[config.mk]
export PLATFORM = sky130hd
export DESIGN_NAME = report_collector
export DESIGN_NICKNAME = d
export VERILOG_FILES = /design/src/rtl/report_collector.sv
export SDC_FILE = /design/constraint.sdc
export NUM_CORES = 1
export LEC_CHECK = 0
export ABC_CLOCK_PERIOD_IN_PS = 5300
export BUFFER_PORTS_ARGS = -buffer_cell sky130_fd_sc_hd__buf_4
export CAP_MARGIN = 30
export CORE_MARGIN = 4
export CORE_UTILIZATION = 50
export CTS_CLUSTER_SIZE = 12
export DETAILED_ROUTE_END_ITERATION = 8
export PLACE_DENSITY = 0.74
export SLEW_MARGIN = 20
export SYNTH_ARGS = -nofsm -noshare
export SYNTH_HDL_FRONTEND = slang
export SYNTH_SLANG_ARGS = --single-unit
[constraint.sdc]
create_clock -name clock -period 5.3 [get_ports clock]
set_input_delay 0.795 -clock clock [delete_from_list [all_inputs] [get_ports clock]]
set_output_delay 0.795 -clock clock [all_outputs]
set_load 0.02 [all_outputs]
[src/rtl/report_collector.sv]
// Tags matcher reports with their character index and buffers them for a host
// drain port, keeping per-stream report/drop statistics.
module report_collector #(
    parameter int OFFSET_W = 32,
    parameter int DEPTH    = 16,
    parameter int CNT_W    = 16
) (
    input  logic                clock,
    input  logic                reset_n,
    input  logic                in_valid,
    input  logic                in_result,
    input  logic                in_last,
    output logic                out_valid,
    input  logic                out_ready,
    output logic [OFFSET_W-1:0] out_offset,
    output logic                out_match,
    output logic                out_end,
    output logic [CNT_W-1:0]    report_count,
    output logic [CNT_W-1:0]    drop_count,
    output logic                overflow
);

    localparam int PTR_W = (DEPTH > 1) ? $clog2(DEPTH) : 1;
    localparam int OCC_W = $clog2(DEPTH + 1);
    localparam logic [OCC_W-1:0] OCC_FULL = OCC_W'(DEPTH);

    logic [OFFSET_W-1:0] off_q   [DEPTH];
    logic [OFFSET_W-1:0] off_d   [DEPTH];
    logic                match_q [DEPTH];
    logic                match_d [DEPTH];
    logic                end_q   [DEPTH];
    logic                end_d   [DEPTH];

    logic [PTR_W-1:0]    rd_ptr_q, rd_ptr_d;
    logic [PTR_W-1:0]    wr_ptr_q, wr_ptr_d;
    logic [OCC_W-1:0]    occ_q, occ_d;
    logic [OFFSET_W-1:0] idx_q, idx_d;
    logic [CNT_W-1:0]    rc_q, rc_d;
    logic [CNT_W-1:0]    dc_q, dc_d;
    logic                ov_q, ov_d;

    logic pop, push, accept, drop, stream_end;
    logic [PTR_W-1:0] newest_ptr;

    always_comb begin
        off_d    = off_q;
        match_d  = match_q;
        end_d    = end_q;
        rd_ptr_d = rd_ptr_q;
        wr_ptr_d = wr_ptr_q;
        occ_d    = occ_q;
        idx_d    = idx_q;
        rc_d     = rc_q;
        dc_d     = dc_q;
        ov_d     = ov_q;

        pop        = (occ_q != '0) && out_ready;
        push       = in_valid && (in_result || in_last);
        accept     = push && ((occ_q != OCC_FULL) || pop);
        drop       = push && !accept;
        stream_end = in_valid && in_last;
        newest_ptr = wr_ptr_q - PTR_W'(1);

        if (accept) begin
            off_d[wr_ptr_q]   = idx_q;
            match_d[wr_ptr_q] = in_result;
            end_d[wr_ptr_q]   = in_last;
            wr_ptr_d          = wr_ptr_q + PTR_W'(1);
            if (in_result && (rc_q != '1)) begin
                rc_d = rc_q + CNT_W'(1);
            end
        end

        // A dropped end marker is folded into the newest stored record so
        // the host never loses a stream boundary.
        if (drop) begin
            if (dc_q != '1) begin
                dc_d = dc_q + CNT_W'(1);
            end
            ov_d = 1'b1;
            if (in_last) begin
                end_d[newest_ptr] = 1'b1;
            end
        end

        if (pop) begin
            rd_ptr_d = rd_ptr_q + PTR_W'(1);
        end

        if (accept && !pop) begin
            occ_d = occ_q + OCC_W'(1);
        end else if (!accept && pop) begin
            occ_d = occ_q - OCC_W'(1);
        end

        if (stream_end) begin
            idx_d = '0;
            rc_d  = '0;
            dc_d  = '0;
            ov_d  = 1'b0;
        end else if (in_valid) begin
            idx_d = idx_q + OFFSET_W'(1);
        end
    end

    always_ff @(posedge clock or negedge reset_n) begin
        if (!reset_n) begin
            for (int unsigned i = 0; i < DEPTH; i++) begin
                off_q[i]   <= '0;
                match_q[i] <= 1'b0;
                end_q[i]   <= 1'b0;
            end
            rd_ptr_q <= '0;
            wr_ptr_q <= '0;
            occ_q    <= '0;
            idx_q    <= '0;
            rc_q     <= '0;
            dc_q     <= '0;
            ov_q     <= 1'b0;
        end else begin
            off_q    <= off_d;
            match_q  <= match_d;
            end_q    <= end_d;
            rd_ptr_q <= rd_ptr_d;
            wr_ptr_q <= wr_ptr_d;
            occ_q    <= occ_d;
            idx_q    <= idx_d;
            rc_q     <= rc_d;
            dc_q     <= dc_d;
            ov_q     <= ov_d;
        end
    end

    // Head fields read as zero while empty so stale storage never leaks out.
    assign out_valid    = (occ_q != '0);
    assign out_offset   = out_valid ? off_q[rd_ptr_q]   : '0;
    assign out_match    = out_valid ? match_q[rd_ptr_q] : 1'b0;
    assign out_end      = out_valid ? end_q[rd_ptr_q]   : 1'b0;
    assign report_count = rc_q;
    assign drop_count   = dc_q;
    assign overflow     = ov_q;

endmodule

==> reports/results.ini, run 1 <==
[final_layout]
nNetsFinal = 2119
antennaDiodeCount = 0
drive_above_1_share_pct = 37.5
area_delta_synth_final_pct = 12.0
fill_cells = 4430
finalNonFillerCells = 2898

[power]
p_sw_share_pct = 31.2
p_int_uw = 9660
seq_power_share_pct = 42.1
peakVddDrop_mv = 0.292
switchingPower_uw = 4380
clockPowerShare_pct = 32.6
p_leak_uw = 0.0152
p_comb_share_pct = 25.3
power_density_nw_per_um2 = 437

[timing]
period_minus_slack_ns = 3.93
period_share_pct = 74.1
fin_tns_setup_ns = 0
fmax_mhz = 255
worst_pin_slew_ns = 0.963
rsz0062_at_grt = false
drv_slew = 0
hold_violations = 0
relSlewSlack_pct = 35.7
setup_viol_count_final = 0
clock_skew_ns = 0.0291

[floorplan]
core_area_sq_um = 56600
ios = 74
num_rows = 87
dieArea_sq_um = 61200
start_util_pct = 50.6
die_y_microns = 247
die_w_microns = 247

[detailed_routing]
via_count = 17400
drt-total-wl_mm = 65.8
wl_per_cell_microns = 22.7
ant_nets = 0
vias_per_cell = 6.01
drcViolationCount = 0
first_pass_iters = 5
first_iter_violations = 1262

[cts]
cts-resized-gates = 0
path_clk_slew_ns = 0.06
cts_buffer_depth = 3
cts_root_buffer = clkbuf_16
ctsHoldBuffers = 0
htreeDepth = 3
cts_buffers = 67
postCtsSetupBuffers = 0
worstSkewPairLatency_ns = 0.61
cts_tree = yes
cts.sinks = 622

[setup_path]
crit_path_end_kind = primary output
reg2reg_depth = 6
startpoint_type = flip-flop
crit_required_ns = 4.51
critPathArrivalTime_ns = 3.13
crit_type = flip-flop to primary output
worst-path-max-fanout = 26
r2r_slack_ns = 1.88

[global_route]
first_global_vias = 18600
antenna_found_initial = 0
grt_max_degree = 152
grt_overflow_total = 0
grt_pass1_wl_mm = 106
grtUsageTotal_pct = 22.1

[logic_synthesis]
syn_avg_cell_area_sq_um = 13.6
synth_most_common_cell = dfrtp_1
ys_seq_area_share_pct = 54.3
synth_area_leaders = dfrtp_1 (54%), mux2_2 (16%), mux4_2 (11%)
synth.top_cells.by_count = dfrtp_1 (622), mux2_2 (419), nand2_1 (147)
synth_seq_cells = 622
synth_top_area_share_pct = 54.3
async_reset_ff_share_pct = 100
synth_top_area_cell = dfrtp_1
yosys_warnings = 0
syn_nets = 2121
ys.flop_type = dfrtp_1
ys_types = 48
synth-edff-count = 0
syn_area_sq_um = 28600
syn-instance-count = 2100

[placed_design]
dpl.cell_count = 2781
hpwl_mm = 39.3
gp_congestion = 0.793
port_buffers = 73

[outcome]
status = complete, no violations

[run]
drv_cap = 0

[worst_hold_path]
worstHoldPathType = input pin to async pin

routing by layer:
layer	share of wire (%)	GRT usage [%]	vias up	routed length [microns]
met5	0	0	-	0
met4	2.2	6.32	0	1440
met3	5.1	3.49	103	3330
met2	50	37.2	445	32700
met1	43	30.3	9225	28300
li1	-	-	7637	-
cell usage in the layout, fill, tap and decap left out, drive strengths merged, types with 2 or more instances in the layout:
| cell type | n |
|---|---|
| dfrtp | 622 |
| mux2 | 419 |
| nand2 | 147 |
| o21ai | 139 |
| mux4 | 136 |
| buf | 114 |
| clkbuf | 103 |
| mux2i | 88 |
| nor2 | 63 |
| o22ai | 43 |
| nand3 | 39 |
| xnor2 | 36 |
| xor2 | 22 |
| nand4 | 22 |
| inv | 16 |
| a21oi | 15 |
| ha | 14 |
| nor3 | 13 |
| and3 | 10 |
| nor4 | 10 |
| and2 | 9 |
| and4 | 8 |
| or3 | 8 |
| clkinv | 6 |
| nor2b | 5 |
| nand2b | 5 |
| nor3b | 4 |
| a21o | 3 |
| a22o | 2 |
| or4 | 2 |
| nand3b | 2 |
| and4bb | 2 |
| bufinv | 2 |
| nor4b | 2 |
path summary, 6_finish.rpt:
| path | from | endpoint |
|---|---|---|
| min in group clock | off_q[441] | off_q[441] |
| worst max-delay path | rd_ptr_q[0] | out_offset[25] |
| max in group asynchronous | reset_n | off_q[78] |
| worst min register to register | off_q[441] | off_q[441] |
| worst max register to register | occ_q[0] | off_q[496] |
| worst min-delay path | reset_n | match_q[1] |
per-stage QoR:
stage	instance area (sq um)	util, %	setup slack, ns	total power, uW	hold slack, ns
finish	32100	56.7	1.37	14000	0.267
global route	32100	56.7	1.15	14700	0.321
detailed placement	29900	52.8	1.27	9550	0.467
global placement	29800	52.6	1.17	9390	0.456
CTS	32000	56.6	0.891	14200	0.281
floorplan	28600	-	2.44	8310	0.445
critical path, cell delays in order, from the launching register on:
cell     delay, ns
dfrtp_4       0.78
buf_4         0.54
mux4_2        0.58
mux2i_1       0.20
o22ai_1       0.17
buf_4         0.23
power by group through the flow:
stage / sequential, uW / clock, uW / combinational [uW]
5_1_grt: 5990 / 4890 / 3830
3_3_place_gp: 6010 / 0 / 3380
3_5_place_dp: 5990 / 0 / 3560
2_1_floorplan: 5660 / 0 / 2650
6_report: 5910 / 4580 / 3550
4_1_cts: 5910 / 4670 / 3570
layout make-up:
cell class,count,area [sq um],share of cell area [%]
sequential,622,15600,48.5
multi-input combinational,1278,12300,38.4
clock buffer,101,2020,6.28
timing repair buffer,116,1030,3.22
tap,756,946,2.95
clock inverter,12,146,0.456
inverter,13,48.8,0.152
state kept, by name, indices dropped and copies added, names as in the netlist:
name / count
wr_ptr_q: 4
match_q: 16
report_count: 16
rd_ptr_q: 4
overflow: 1
off_q: 512
end_q: 16
drop_count: 16
occ_q: 5
idx_q: 32
kinds of logic (layout without fill, tap and decap cells):
family / count (synthesis) / count (layout) / synth area share (%)
compound gates: 209 / 209 / 3.97
xor+xnor: 58 / 58 / 1.77
fa+ha+maj: 15 / 15 / 0.681
buf+inv: 200 / 242 / 3.02
flops: 622 / 622 / 54.3
mux: 643 / 643 / 30.2
simple gates: 353 / 353 / 5.98
No activity file was read; power rests on OpenSTA's default activity.
==> inputs of run 2 (changes only) <==
ABC_CLOCK_PERIOD_IN_PS = 3200   (was 5300)
PLACE_DENSITY = 0.77   (was 0.74)
clock period = 3.2 ns   (was 5.3 ns; I/O delays follow)
==> run 2 against run 1 <==
Effect of this change: sequential power is 62% higher; hold slack worse by 0.075 ns; first-iteration DRC count is 17% higher; setup slack worse by 1.3 ns; critical path type unchanged; register-to-register slack worse by 1.4 ns; core utilization is 1.1 points higher; final area is 2.0% higher; clock skew is 0.0093 ns lower; power is 70% higher; cell count is 1.4% higher; via count is 2.3% higher; non-clock buffer count is 38 higher.
==> reports/results.ini, run 2 (synthesis gave the netlist of run 1 again) <==
[timing]
setup_slack_ns = 0.108  ; was 1.37 ns
drv_slew = 0  ; unchanged
setup_viol_count_final = 0  ; unchanged
worst_pin_slew_ns = 0.850  ; was 0.963 ns
relSlewSlack_pct = 43.3  ; was 35.7%
period_share_pct = 96.6
fmax_mhz = 323
rsz0062_at_grt = false  ; unchanged
hold_violations = 0  ; unchanged
clock_skew_ns = 0.0197  ; was 0.0291 ns
fin_tns_setup_ns = 0  ; unchanged
period_minus_slack_ns = 3.09

[detailed_routing]
vias_per_cell = 6.06  ; was 6.01
drcViolationCount = 0  ; unchanged
drt-total-wl_mm = 69.2  ; was 65.8 mm
via_count = 17800  ; was 17400
first_pass_iters = 5  ; unchanged
first_iter_violations = 1476  ; was 1262
ant_nets = 0  ; unchanged
wl_per_cell_microns = 23.5  ; was 22.7 microns

[setup_path]
cpPeakStageDelay_ns = 0.47  ; was 0.78 ns
crit_top_cell = buf_4  ; unchanged
critPathArrivalTime_ns = 2.61  ; was 3.13 ns
crit_path_end_kind = primary output  ; unchanged
crit_chain = nor4_4, nand2b_1, buf_4, nand2b_2, buf_12, o22ai_1, buf_4  ; was buf_4, mux4_2, mux2i_1, o22ai_1, buf_4
startpoint_type = flip-flop  ; unchanged
critPathSlowestCell = dfrtp_1  ; was dfrtp_4
worst-path-max-fanout = 9  ; was 26
crit_required_ns = 2.72  ; was 4.51 ns
crit_type = flip-flop to primary output  ; unchanged

[cts]
cts_buffers = 69  ; was 67
cts.sinks = 622  ; unchanged
cts_tree = yes  ; unchanged
cts_root_buffer = clkbuf_16  ; unchanged
cts_buffer_depth = 3  ; unchanged
worstSkewPairLatency_ns = 0.62  ; was 0.61 ns
path_clk_slew_ns = 0.05  ; was 0.06 ns
htreeDepth = 3  ; unchanged

[global_route]
grt_max_degree = 96  ; was 152
grt_overflow_total = 0  ; unchanged
antenna_found_initial = 0  ; unchanged
grt_pass1_wl_mm = 110  ; was 106 mm
grtUsageTotal_pct = 23.2  ; was 22.1%
first_global_vias = 19100  ; was 18600

[power]
power_density_nw_per_um2 = 731  ; was 437 nW/um^2
p_leak_uw = 0.0156  ; was 0.0152 uW
peakVddDrop_mv = 0.585  ; was 0.292 mV

[placed_design]
post-place-ws_ns = 0.361  ; was 1.27 ns
hpwl_mm = 40.9  ; was 39.3 mm
gp_congestion = 0.834  ; was 0.793
port_buffers = 73  ; unchanged

[final_layout]
fill_cells = 4280  ; was 4430
drive_above_1_share_pct = 38.6  ; was 37.5%
final_cell_mix = dfrtp_1 (619), mux2_2 (419), nand2_1 (146), o21ai_0 (139), mux4_2 (136)  ; unchanged
nNetsFinal = 2159  ; was 2119
largest_reg_flops = 512  ; unchanged
reg_top3 = off_q: 512 flops, idx_q: 32 flops  ; unchanged
antennaDiodeCount = 0  ; unchanged
layout_commonest_cell = dfrtp_1  ; unchanged
area_delta_synth_final_pct = 14.3  ; was 12.0%
regMostFlops = off_q  ; unchanged

[run]
drv_cap = 0  ; unchanged

[floorplan]
ios = 74  ; unchanged
die_w_microns = 247  ; unchanged
start_util_pct = 50.6  ; unchanged
die_y_microns = 247  ; unchanged
core_area_sq_um = 56600  ; unchanged
num_rows = 87  ; unchanged
dieArea_sq_um = 61200  ; unchanged

[worst_hold_path]
worstHoldPathType = input pin to flip-flop  ; was input pin to async pin

[outcome]
status = complete, no violations  ; unchanged

## run 2: worst paths after layout
path	end	slack (ns)	cells after the start	startpoint
setup / recovery	out_offset[0]	0.11	7	occ_q[0]
setup reg to reg	occ_q[4]	0.47	11	occ_q[0]
hold reg to reg	off_q[354]	0.48	2	off_q[354]
min in group asynchronous	off_q[7]	0.51	2	reset_n
hold / removal	rd_ptr_q[2]	0.19	3	out_ready
max in group asynchronous	end_q[5]	1.75	3	reset_n
## run 2: through the flow
step                utilization (%)  instances  total power (uW)  area, sq um  hold slack [ns]
finish                         57.8       2940             23900        32700            0.192
global route                   57.8       2940             25000        32700            0.186
CTS                            57.7       2938             23900        32700            0.171
detailed placement             53.8       2812             16200        30400            0.469
global placement               53.8       2812             16000        30400            0.456
floorplan                         -       2100             13800        28600            0.184
## run 2: layer usage
| layer | vias to the layer above | routed length [microns] | track usage (%) |
|---|---|---|---|
| met1 | 9409 | 29100 | 31.4 |
| met2 | 554 | 34400 | 38.4 |
| li1 | 7725 | - | - |
| met4 | 0 | 1500 | 6.89 |
| met5 | - | 0 | 0 |
| met3 | 116 | 4230 | 4.55 |
## run 2: timing repair
item                                   4_1_cts  5_1_grt
setup buffers                                8        0
gates cloned                                 0        2
endpoints found under the hold margin       80        0
hold buffers                                 1        0
resized for setup                            1        2
setup endpoints to repair                   23        2
## run 2: report_power, final
group / switching (uW) / internal [uW]
clock: 3190 / 4320
sequential: 741 / 8860
combinational: 3730 / 3080
## run 2: critical path, delay by kind of cell, from the launching register on
kind | cells | cell delay (ns)
AOI/OAI and AO/OA | 1 | 0.20
DFF | 1 | 0.47
buffers and inverters | 3 | 0.62
and+or+nand+nor | 3 | 0.71
## run 2: final cells by class
type / instances / area (sq um) / share of cell area, %
clock buffer: 97 / 1930 / 5.90
clock inverter: 20 / 204 / 0.623
inverter: 13 / 48.8 / 0.149
multi-input combinational: 1278 / 12300 / 37.7
sequential: 622 / 15600 / 47.6
tap: 756 / 946 / 2.89
timing repair buffer: 154 / 1700 / 5.20
==> inputs of run 3 (changes only) <==
MAX_ROUTING_LAYER = met4   (was unset)
==> run 3 against run 2 <==
Effect of this change: clock skew fell by 0.0023 ns; via count decreased by 0.43%; sequential power about the same; hold slack improved by 0.00057 ns; critical endpoint unchanged; largest cell class unchanged.
==> reports/results.ini, run 3 (synthesis gave the netlist of run 1 again) <==
[cts]
cts_buffer_depth = 3  ; unchanged
htreeDepth = 3  ; unchanged
worstSkewPairLatency_ns = 0.62  ; about the same
cts_buffers = 69  ; unchanged
cts_root_buffer = clkbuf_16  ; unchanged
cts.sinks = 622  ; unchanged
path_clk_slew_ns = 0.05  ; about the same
cts_tree = yes  ; unchanged

[placed_design]
hpwl_mm = 40.9  ; unchanged
post-place-ws_ns = 0.361  ; unchanged
port_buffers = 73  ; unchanged
gp_congestion = 0.847  ; was 0.834

[detailed_routing]
drt-total-wl_mm = 68.9  ; was 69.2 mm
drcViolationCount = 0  ; unchanged
ant_nets = 0  ; unchanged
wl_per_cell_microns = 23.4  ; was 23.5 microns
vias_per_cell = 6.03  ; was 6.06
first_pass_iters = 5  ; unchanged
first_iter_violations = 1504  ; was 1476
via_count = 17700  ; was 17800

[outcome]
status = complete, no violations  ; unchanged

[setup_path]
critPathSlowestCell = mux4_2  ; was dfrtp_1
critPathArrivalTime_ns = 2.64  ; was 2.61 ns
crit_top_cell = buf_12  ; was buf_4
cpPeakStageDelay_ns = 0.52  ; was 0.47 ns
worst-path-max-fanout = 17  ; was 9
startpoint_type = flip-flop  ; unchanged
path_depth = 7  ; unchanged
crit_required_ns = 2.72  ; about the same
path_buf_inv = 4  ; was 3
reg2reg_depth = 11  ; unchanged
crit_type = flip-flop to primary output  ; unchanged
crit_chain = buf_12, buf_12, buf_12, mux4_2, mux2i_1, o22ai_2, buf_4  ; was nor4_4, nand2b_1, buf_4, nand2b_2, buf_12, o22ai_1, buf_4
crit_path_end_kind = primary output  ; unchanged
crit_family = multiplexers  ; was simple AND/OR/NAND/NOR gates

[global_route]
grt_pass1_wl_mm = 110  ; about the same
grt_max_degree = 96  ; unchanged
grt_overflow_total = 0  ; unchanged
first_global_vias = 19100  ; about the same
antenna_found_initial = 1  ; was 0
grtUsageTotal_pct = 23.9  ; was 23.2%

[final_layout]
largest_reg_flops = 512  ; unchanged
layout_commonest_cell = dfrtp_1  ; unchanged
reg_top3 = off_q: 512 flops, idx_q: 32 flops  ; unchanged
fill_cells = 4279  ; was 4280
regMostFlops = off_q  ; unchanged
final_cell_mix = dfrtp_1 (619), mux2_2 (419), nand2_1 (146), o21ai_0 (139), mux4_2 (136)  ; unchanged
drive_above_1_share_pct = 38.6  ; about the same
area_delta_synth_final_pct = 14.2  ; was 14.3%
nNetsFinal = 2158  ; was 2159

[timing]
setup_viol_count_final = 0  ; unchanged
holdWs_ns = 0.193  ; was 0.192 ns
clock_skew_ns = 0.0175  ; was 0.0197 ns
relSlewSlack_pct = 43.5  ; was 43.3%
hold_violations = 0  ; unchanged
fmax_mhz = 321  ; was 323 MHz
worst_pin_slew_ns = 0.847  ; was 0.850 ns
drv_slew = 0  ; unchanged
setup_slack_ns = 0.0805  ; was 0.108 ns
period_share_pct = 97.5  ; was 96.6%
period_minus_slack_ns = 3.12  ; was 3.09 ns

[floorplan]
die_y_microns = 247  ; unchanged
start_util_pct = 50.6  ; unchanged
die_w_microns = 247  ; unchanged
ios = 74  ; unchanged
dieArea_sq_um = 61200  ; unchanged
core_area_sq_um = 56600  ; unchanged
num_rows = 87  ; unchanged

[worst_hold_path]
worstHoldPathCells = 3  ; unchanged
worstHoldPathType = input pin to flip-flop  ; unchanged

[power]
power_density_nw_per_um2 = 729  ; was 731 nW/um^2
p_leak_uw = 0.0155  ; was 0.0156 uW
peakVddDrop_mv = 0.558  ; was 0.585 mV

[run]
drv_cap = 0  ; unchanged

## run 3: per-stage QoR
step                      power [uW]  TNS (ns)  utilization (%)  area (sq um)  std cells
after floorplan                13800         0                -         28600       2100
after global placement         16000         0             53.8         30400       2812
after detailed placement       16200         0             53.8         30400       2812
after CTS                      23900         0             57.7         32700       2938
after global routing           24900   -0.0126             57.8         32700       2940
final                          23900         0             57.8         32700       2940
## run 3: power by group
part,leakage (uW),total [uW],switching (uW),internal [uW]
Sequential,0.00854,9600,736,8860
Clock,0.00105,7510,3190,4320
Combinational,0.00595,6760,3700,3060
Total,0.0155,23900,7620,16200
## run 3: per-layer routing
metal	vias to the layer above	global-route usage [%]	part of all wire [%]	routed length, microns
met4	0	6.89	2.2	1510
met3	114	4.62	5.8	3980
met1	9364	31.4	42	29100
met5	-	-	0	0
met2	533	38.4	50	34300
li1	7717	-	-	-
## run 3: what timing repair did
item / 4_1_cts / 5_1_grt
cloned: 0 / 1
buffers inserted: 8 / 0
hold endpoints to repair: 80 / 0
gates resized for setup: 1 / 3
hold buffers: 1 / 0
setup endpoints to repair: 23 / 2
## run 3: path summary, 6_finish.rpt
path                                   from       endpoint  slack [ns]
worst max-delay path            rd_ptr_q[0]  out_offset[0]        0.08
worst min-delay path              out_ready    rd_ptr_q[2]        0.19
worst max register to register     occ_q[0]       occ_q[4]        0.47
worst min register to register   off_q[294]     off_q[294]        0.48
max in group asynchronous           reset_n     off_q[286]        1.76
min in group asynchronous           reset_n       off_q[7]        0.51
## run 3: cell type report
type	count	area, sq um	share of cell area (%)
Multi-Input combinational cell	1278	12300	37.7
Clock buffer	97	1930	5.90
Tap cell	756	946	2.89
Inverter	13	48.8	0.149
Clock inverter	20	204	0.623
Antenna cell	1	2.50	0.00765
Sequential cell	622	15600	47.6
Timing Repair Buffer	153	1680	5.12
## run 3: worst reg2reg max path, stage by stage, from the launching register on
cell and delay, ns:
dfrtp_1 0.47, nor4_4 0.36, nand2b_1 0.13, nand2_1 0.19
ha_1 0.21, inv_1 0.12, fa_1 0.43, a21o_1 0.19
a21oi_1 0.18, xnor2_1 0.14, nor2_1 0.07, xor2_1 0.15
